**config.mk**
```make
export PLATFORM = sky130hd
export DESIGN_NAME = p_dec2to4_buf
export DESIGN_NICKNAME = d
export VERILOG_FILES = /design/src/rtl/p_dec2to4_buf.sv
export SDC_FILE = /design/constraint.sdc
export NUM_CORES = 1
export LEC_CHECK = 0
export CAP_MARGIN = 0
export CELL_PAD_IN_SITES_DETAIL_PLACEMENT = 0
export CELL_PAD_IN_SITES_GLOBAL_PLACEMENT = 2
export CORE_MARGIN = 4
export CORE_UTILIZATION = 26
export CTS_CLUSTER_SIZE = 25
export DETAILED_ROUTE_END_ITERATION = 8
export PLACE_DENSITY = 0.76
export SYNTH_ARGS = -nofsm -noshare
export SYNTH_HDL_FRONTEND = slang
export SYNTH_SLANG_ARGS = --single-unit
export TNS_END_PERCENT = 30
```
**constraint.sdc**
```tcl
create_clock -name clk -period 1.65 [get_ports clk]
set_input_delay 0.495 -clock clk [delete_from_list [all_inputs] [get_ports clk]]
set_output_delay 0.495 -clock clk [all_outputs]
set_load 0.03 [all_outputs]
```
**src/rtl/p_dec2to4_buf.sv**
```systemverilog
// Buffered 2-to-4 decoder: binary codes are queued in a DEPTH-entry FIFO, and the head entry is presented one-hot.
// Optional build macro: P_DEC_STICKY_EN adds a sticky OR of every popped one-hot word.
module p_dec2to4_buf #(
   parameter int DEPTH = 2
) (
   input  logic                         clk,
   input  logic                         rst_n,
   input  logic                         in_valid,
   output logic                         in_ready,
   input  logic [1:0]                   A,
   input  logic                         flush,
   output logic                         out_valid,
   input  logic                         out_ready,
   output logic [3:0]                   Y,
   output logic [$clog2(DEPTH+1)-1:0]   count
`ifdef P_DEC_STICKY_EN
   ,
   input  logic                         sticky_clr,
   output logic [3:0]                   sticky
`endif
);

   localparam int PW = $clog2(DEPTH);
   localparam int CW = $clog2(DEPTH+1);

   logic [1:0]    mem_q [DEPTH];
   logic [PW-1:0] wr_ptr_q, wr_ptr_d;
   logic [PW-1:0] rd_ptr_q, rd_ptr_d;
   logic [CW-1:0] count_q, count_d;
   logic          full, push, pop;

   assign full      = (count_q == CW'(DEPTH));
   // Reset is folded in so that the producer sees not-ready while the block is held in reset.
   assign in_ready  = rst_n & ~full & ~flush;
   assign out_valid = (count_q != '0);
   assign push      = in_valid & in_ready;
   assign pop       = out_valid & out_ready & ~flush;
   assign count     = count_q;
   assign Y         = out_valid ? (4'b0001 << mem_q[rd_ptr_q]) : 4'b0000;

   // DEPTH is a power of two, so the pointers wrap naturally.
   always_comb begin
      wr_ptr_d = wr_ptr_q;
      rd_ptr_d = rd_ptr_q;
      count_d  = count_q;
      if (flush) begin
         wr_ptr_d = '0;
         rd_ptr_d = '0;
         count_d  = '0;
      end else begin
         if (push) wr_ptr_d = wr_ptr_q + 1'b1;
         if (pop)  rd_ptr_d = rd_ptr_q + 1'b1;
         case ({push, pop})
            2'b10:   count_d = count_q + 1'b1;
            2'b01:   count_d = count_q - 1'b1;
            default: count_d = count_q;
         endcase
      end
   end

   always_ff @(posedge clk or negedge rst_n) begin
      if (!rst_n) begin
         wr_ptr_q <= '0;
         rd_ptr_q <= '0;
         count_q  <= '0;
         for (int i = 0; i < DEPTH; i++) mem_q[i] <= 2'b00;
      end else begin
         wr_ptr_q <= wr_ptr_d;
         rd_ptr_q <= rd_ptr_d;
         count_q  <= count_d;
         if (push) mem_q[wr_ptr_q] <= A;
      end
   end

`ifdef P_DEC_STICKY_EN
   logic [3:0] sticky_q, sticky_d;

   always_comb begin
      sticky_d = sticky_q;
      if (sticky_clr)  sticky_d = 4'b0000;
      else if (pop)    sticky_d = sticky_q | Y;
   end

   always_ff @(posedge clk or negedge rst_n) begin
      if (!rst_n) sticky_q <= 4'b0000;
      else        sticky_q <= sticky_d;
   end

   assign sticky = sticky_q;
`endif

endmodule

```
==> impl_metrics.tcl, run 1 <==
set metrics [dict create \
    synth_cells 51 \
    port_buffers 14 \
    routed_wl_um 1190 \
    core_um2 1760 \
    cts_sinks 8 \
    antenna_found_initial 0 \
    place_area_um2 724 \
    drc 0 \
    worst_r2r_path_depth 6 \
    nNetsFinal 90 \
    cts-root-buf "clkbuf_4" \
    cp_cell_sequence "o32a_1 -> nor2_1 -> buf_4" \
    insertedDiodeCount 0 \
    grt_pass1_wl_um 2090 \
    power.density_nw_per_um2 772 \
    final_area_um2 800 \
    wl_per_cell_um 11.2 \
    start_util 0.279 \
    syn2layout_area_growth_pct 62.2 \
    yosys.area_share.simple 0.299 \
    routabilityCongestion 0.726 \
    critPathLaunch "rd_ptr_q" \
    clockBufferDepth 2 \
    muxShareOfSynthArea 0.0914 \
    hpwl_um 921 \
    path_clk_slew_ns 0.05 \
    dp_cells 99 \
    fmax_mhz 556 \
    drive_gt1_frac 0.444 \
    vias_per_cell 4.70 \
    crit_family "flip-flops" \
    dieArea_um2 2660 \
    htreeDepth 1 \
    startpoint_type "register" \
    violations "negative setup slack" \
    slowest_delay_ns 0.44 \
    yosysWarningCount 0 \
    hold_viol 0 \
    cts_hold_buffers 0 \
    syn-num-nets 58 \
    first_pass_iters 4 \
    die_width_um 51.5 \
    critPathSlowestCell "dfrtp_2" \
    crit_fanout 8 \
    syn_area_um2 493 \
    ant_nets 0 \
    worstHoldPathType "in2async" \
    critPathArrivalTime_ns 1.30 \
    max-cap-violations 0 \
    slew_headroom 0.820 \
    timing_worst_setup_path_type "reg2out" \
    avgSynthCellArea_um2 9.67 \
    rsz0062_at_grt "yes" \
    slew_violations 0 \
    cts_tree "done" \
    worstMarginPinSlew_ns 0.269 \
    end_kind "output port" \
    reg2reg_setup_slack_ns 0.07 \
    timing.rr.end "mem_q[0]" \
    critPathRequiredTime_ns 1.15 \
    yosys.area_share.adder 0 \
    numCtsBuffers 3 \
    grt_max_degree 13 \
    synth-seq-cells 8 \
    instances_no_fill 106 \
    ys_types 23 \
    seq_area_frac_synth 0.406 \
    dr_total_vias 498 \
    peakVddDrop_mv 0.562 \
    period_share 1.09 \
    path_buf_inv 1 \
    die_h_um 51.5 \
    synth-compound-area-share 0.155 \
    synth_top_family_by_area "simple AND/OR/NAND/NOR gates" \
    status "finished with violations" \
    track_usage 0.105 \
    grt_overflow 0 \
    setup_viol 4 \
    finalClockSkew_ns 0.00390 \
    min_period_ns 1.80 \
    io_pins 15 \
    worstSkewPairLatency_ns 0.25 \
    setup_ws_ns -0.148 \
    grt_pass1_vias 448 \
    rr_startpoint "count[1]" \
    rows 15 \
    synth-xor-area-share 0.0178 \
    p_leak_nw 0.360 \
    finalPower_uw 617 \
    first_iter_violations 12 \
]
## registers in the layout, summed over array words and instances, names as in the netlist
name / count
wr_ptr_q: 1
rd_ptr_q: 1
mem_q: 4
count: 2
## synthesized netlist by cell type (all sizes together)
cell    count  area, um^2
nand3       2        10.0
dfrtp       8         200
nor2b       1        13.8
mux2        4        45.0
nor2        8        30.0
nor4b       1        23.8
a21oi       3        15.0
clkbuf      1        3.75
a31oi       1        6.26
o211ai      1        7.51
nand2b      2        15.0
nand2       3        11.3
nor3b       1        7.51
o32a        1        10.0
nand3b      2        15.0
o21bai      2        15.0
inv         3        11.3
a32oi       2        17.5
nor3        2        10.0
and4b       1        11.3
xor2        1        8.76
o21ai       1        5.00
## layout make-up
type                            instances  area (um^2)
Tap cell                               25         31.3
Multi-Input combinational cell         39          294
Inverter                                3         11.3
Timing Repair Buffer                   28          239
Sequential cell                         8          201
Fill cell                             183          965
Clock buffer                            3         22.5
## power by group
part	total, mW	internal (mW)	switching (mW)
Combinational	0.209	0.114	0.0947
Sequential	0.266	0.228	0.0377
Clock	0.143	0.0828	0.0599
Total	0.617	0.425	0.192
## worst max path at each step
stage | to | slack, ns | cells after the start
6_report | Y[1] | -0.15 | 3
5_1_grt | Y[1] | -0.23 | 3
4_1_cts | Y[1] | -0.17 | 4
3_5_place_dp | mem_q[0] | -0.29 | 5
3_3_place_gp | mem_q[0] | -0.28 | 5
2_1_floorplan | Y[1] | -0.10 | 3
## kinds of logic after synthesis
logic type / after synthesis
buffers and inverters: 4
AND/OR/NAND/NOR: 23
AO/OA/AOI/OAI: 11
XOR/XNOR: 1
flip-flops: 8
multiplexers: 4
## routing by layer
metal	global-route usage	part of all wire
met4	0.0218	0
met2	0.153	0.52
met3	0.0602	0.049
met1	0.136	0.43
met5	0	0
## layout by cell type (no fill, tap or decap), types with 2 or more instances in the layout
cell,instances
buf_4,16
nor2_1,7
dfrtp_1,7
mux2_2,4
clkdlybuf4s50_1,4
buf_6,4
inv_1,3
nand2_1,3
clkbuf_4,3
nor3_1,2
a21oi_1,2
nand3_1,2
nand3b_1,2
a32oi_1,2
o21bai_1,2
dlygate4sd2_1,2
## repair_timing
item / 4_1_cts / 5_1_grt
buffers inserted: 2 / 2
pin swaps: 1 / 3
resized for setup: 12 / 4
setup endpoints to repair: 9 / 9
## metrics by stage
step	utilization	TNS, ns	setup slack [ns]	hold WS (ns)
floorplan	-	-0.270	-0.100	0.199
detailed placement	0.411	-1.55	-0.294	0.588
CTS	0.443	-0.234	-0.169	0.373
finish	0.453	-0.291	-0.148	0.383
global route	0.453	-0.710	-0.232	0.393
global placement	0.411	-1.43	-0.278	0.580
Power figures use the tool's default switching activity.
==> inputs of run 2 (changes only) <==
- CELL_PAD_IN_SITES_GLOBAL_PLACEMENT: 2 -> 1
- CORE_UTILIZATION: 26 -> 32
- CTS_CLUSTER_SIZE: 25 -> not set
- PLACE_DENSITY: 0.76 -> 0.75
==> run 2 against run 1 <==
The flow still finishes with violations (negative setup slack); worst setup slack worse by 0.027 ns; die area down 16%; global-route usage is 2.4 points higher; clock skew fell by 0.0037 ns; sequential power down 7%; utilization up 12 points; power increased by 7.0%; critical path depth is 2 higher; critical endpoint unchanged.
==> impl_metrics.tcl, run 2 (synthesis results as in run 1) <==
set metrics [dict create \
    status "finished with violations" \
    violations "negative setup slack" \
    start_util 0.357 \
    numCtsBuffers 3 \
    drive_gt1_frac 0.457 \
    nNetsFinal 90 \
    period_share 1.11 \
    worstSkewPairLatency_ns 0.26 \
    grt_pass1_wl_um 1940 \
    timing.rr.end "mem_q[3]" \
    finalClockSkew_ns 0.000171 \
    path_clk_slew_ns 0.05 \
    critPathArrivalTime_ns 1.33 \
    rows 13 \
    grt_pass1_vias 465 \
    rsz0062_at_grt "yes" \
    antenna_found_initial 0 \
    wl_per_cell_um 12.3 \
    die_width_um 47.3 \
    die_h_um 47.3 \
    io_pins 15 \
    instances_no_fill 96 \
    hold_viol 0 \
    first_iter_violations 5 \
    slew_violations 0 \
    worstMarginPinSlew_ns 0.286 \
    hpwl_um 924 \
    final_area_um2 788 \
    dr_total_vias 479 \
    routed_wl_um 1180 \
    grt_max_degree 13 \
    fmax_mhz 548 \
    crit_fanout 4 \
    top_register "mem_q" \
    insertedDiodeCount 0 \
    cts_tree "done" \
    first_pass_iters 4 \
    cts-root-buf "clkbuf_4" \
    final_cell_mix "buf_4 (15), nor2_1 (7), dfrtp_1 (7), buf_6 (5)" \
    min_period_ns 1.83 \
    power.density_nw_per_um2 838 \
    worst_r2r_path_depth 4 \
    reg2reg_setup_slack_ns 0.15 \
    critPathRequiredTime_ns 1.15 \
    peakVddDrop_mv 0.430 \
    ant_nets 0 \
    rr_startpoint "count[1]" \
    largest_register_ffs 4 \
    fin_util 0.570 \
    setup_viol 5 \
    dieArea_um2 2230 \
    routabilityCongestion 0.743 \
    place_area_um2 737 \
    vias_per_cell 4.99 \
    grt_overflow 0 \
    worstHoldPathType "in2async" \
    max-cap-violations 0 \
    port_buffers 14 \
    htreeDepth 1 \
    track_usage 0.129 \
    slew_headroom 0.808 \
    drc 0 \
    setup_ws_ns -0.175 \
    p_leak_nw 0.368 \
    startpoint_type "register" \
    end_kind "output port" \
    clockBufferDepth 2 \
    core_um2 1380 \
    final_common_cell "buf_4" \
    syn2layout_area_growth_pct 59.9 \
    dp_cells 92 \
    timing_worst_setup_path_type "reg2out" \
    finalPower_uw 660 \
    cts_sinks 8 \
]
run 2: changes by cell type in the layout (fill, tap and decap cells not counted), sizes merged:
cell / before / now
dlymetal6s2s: 0 / 1
clkdlybuf4s15: 1 / 0
dlygate4sd2: 2 / 1
buf: 20 / 21
run 2: power by group:
group	internal [mW]	switching, mW	leakage [nW]
clock	0.0833	0.0675	0.0138
sequential	0.228	0.0199	0.101
combinational	0.142	0.120	0.252
run 2: metrics by stage:
step                TNS (ns)  setup WS, ns  hold slack (ns)
floorplan             -0.270        -0.100            0.199
global placement       -1.65        -0.266            0.588
detailed placement     -1.80        -0.282            0.594
CTS                   -0.795        -0.194            0.366
global route          -0.948        -0.294            0.373
finish                -0.507        -0.175            0.364
run 2: worst max-delay path, cell delays in order, from the launching register on:
cell and delay, ns:
dfrtp_1 0.36, buf_6 0.12, inv_2 0.03, o32a_1 0.32
nor2_1 0.08, buf_4 0.16
run 2: what timing repair did:
item	CTS	global route
endpoints found under the setup margin	9	8
gates resized for setup	15	12
hold buffers	0	0
pin swaps	1	1
setup buffers	0	1
run 2: worst max path at each step:
| stage | startpoint | cells past startpoint | end |
|---|---|---|---|
| floorplan | rd_ptr_q | 3 | Y[1] |
| global placement | flush | 4 | mem_q[3] |
| detailed placement | flush | 4 | mem_q[3] |
| CTS | mem_q[2] | 5 | Y[1] |
| global route | mem_q[2] | 5 | Y[1] |
| finish | mem_q[2] | 5 | Y[1] |
run 2: final cells by class:
| class | instances | area (um^2) |
|---|---|---|
| repair buffers | 28 | 240 |
| fillers | 141 | 594 |
| multi-input cells | 39 | 294 |
| flip-flops and latches | 8 | 201 |
| inverters | 3 | 11.3 |
| clock buffers | 3 | 22.5 |
| well taps | 15 | 18.8 |
run 2: per-layer routing:
metal  up-vias  wire length [um]  track usage
met2         9               616        0.203
met4         0                23       0.0663
li1        245                 -            -
met3         4                55       0.0575
met1       221               488        0.147
met5         -                 0            0
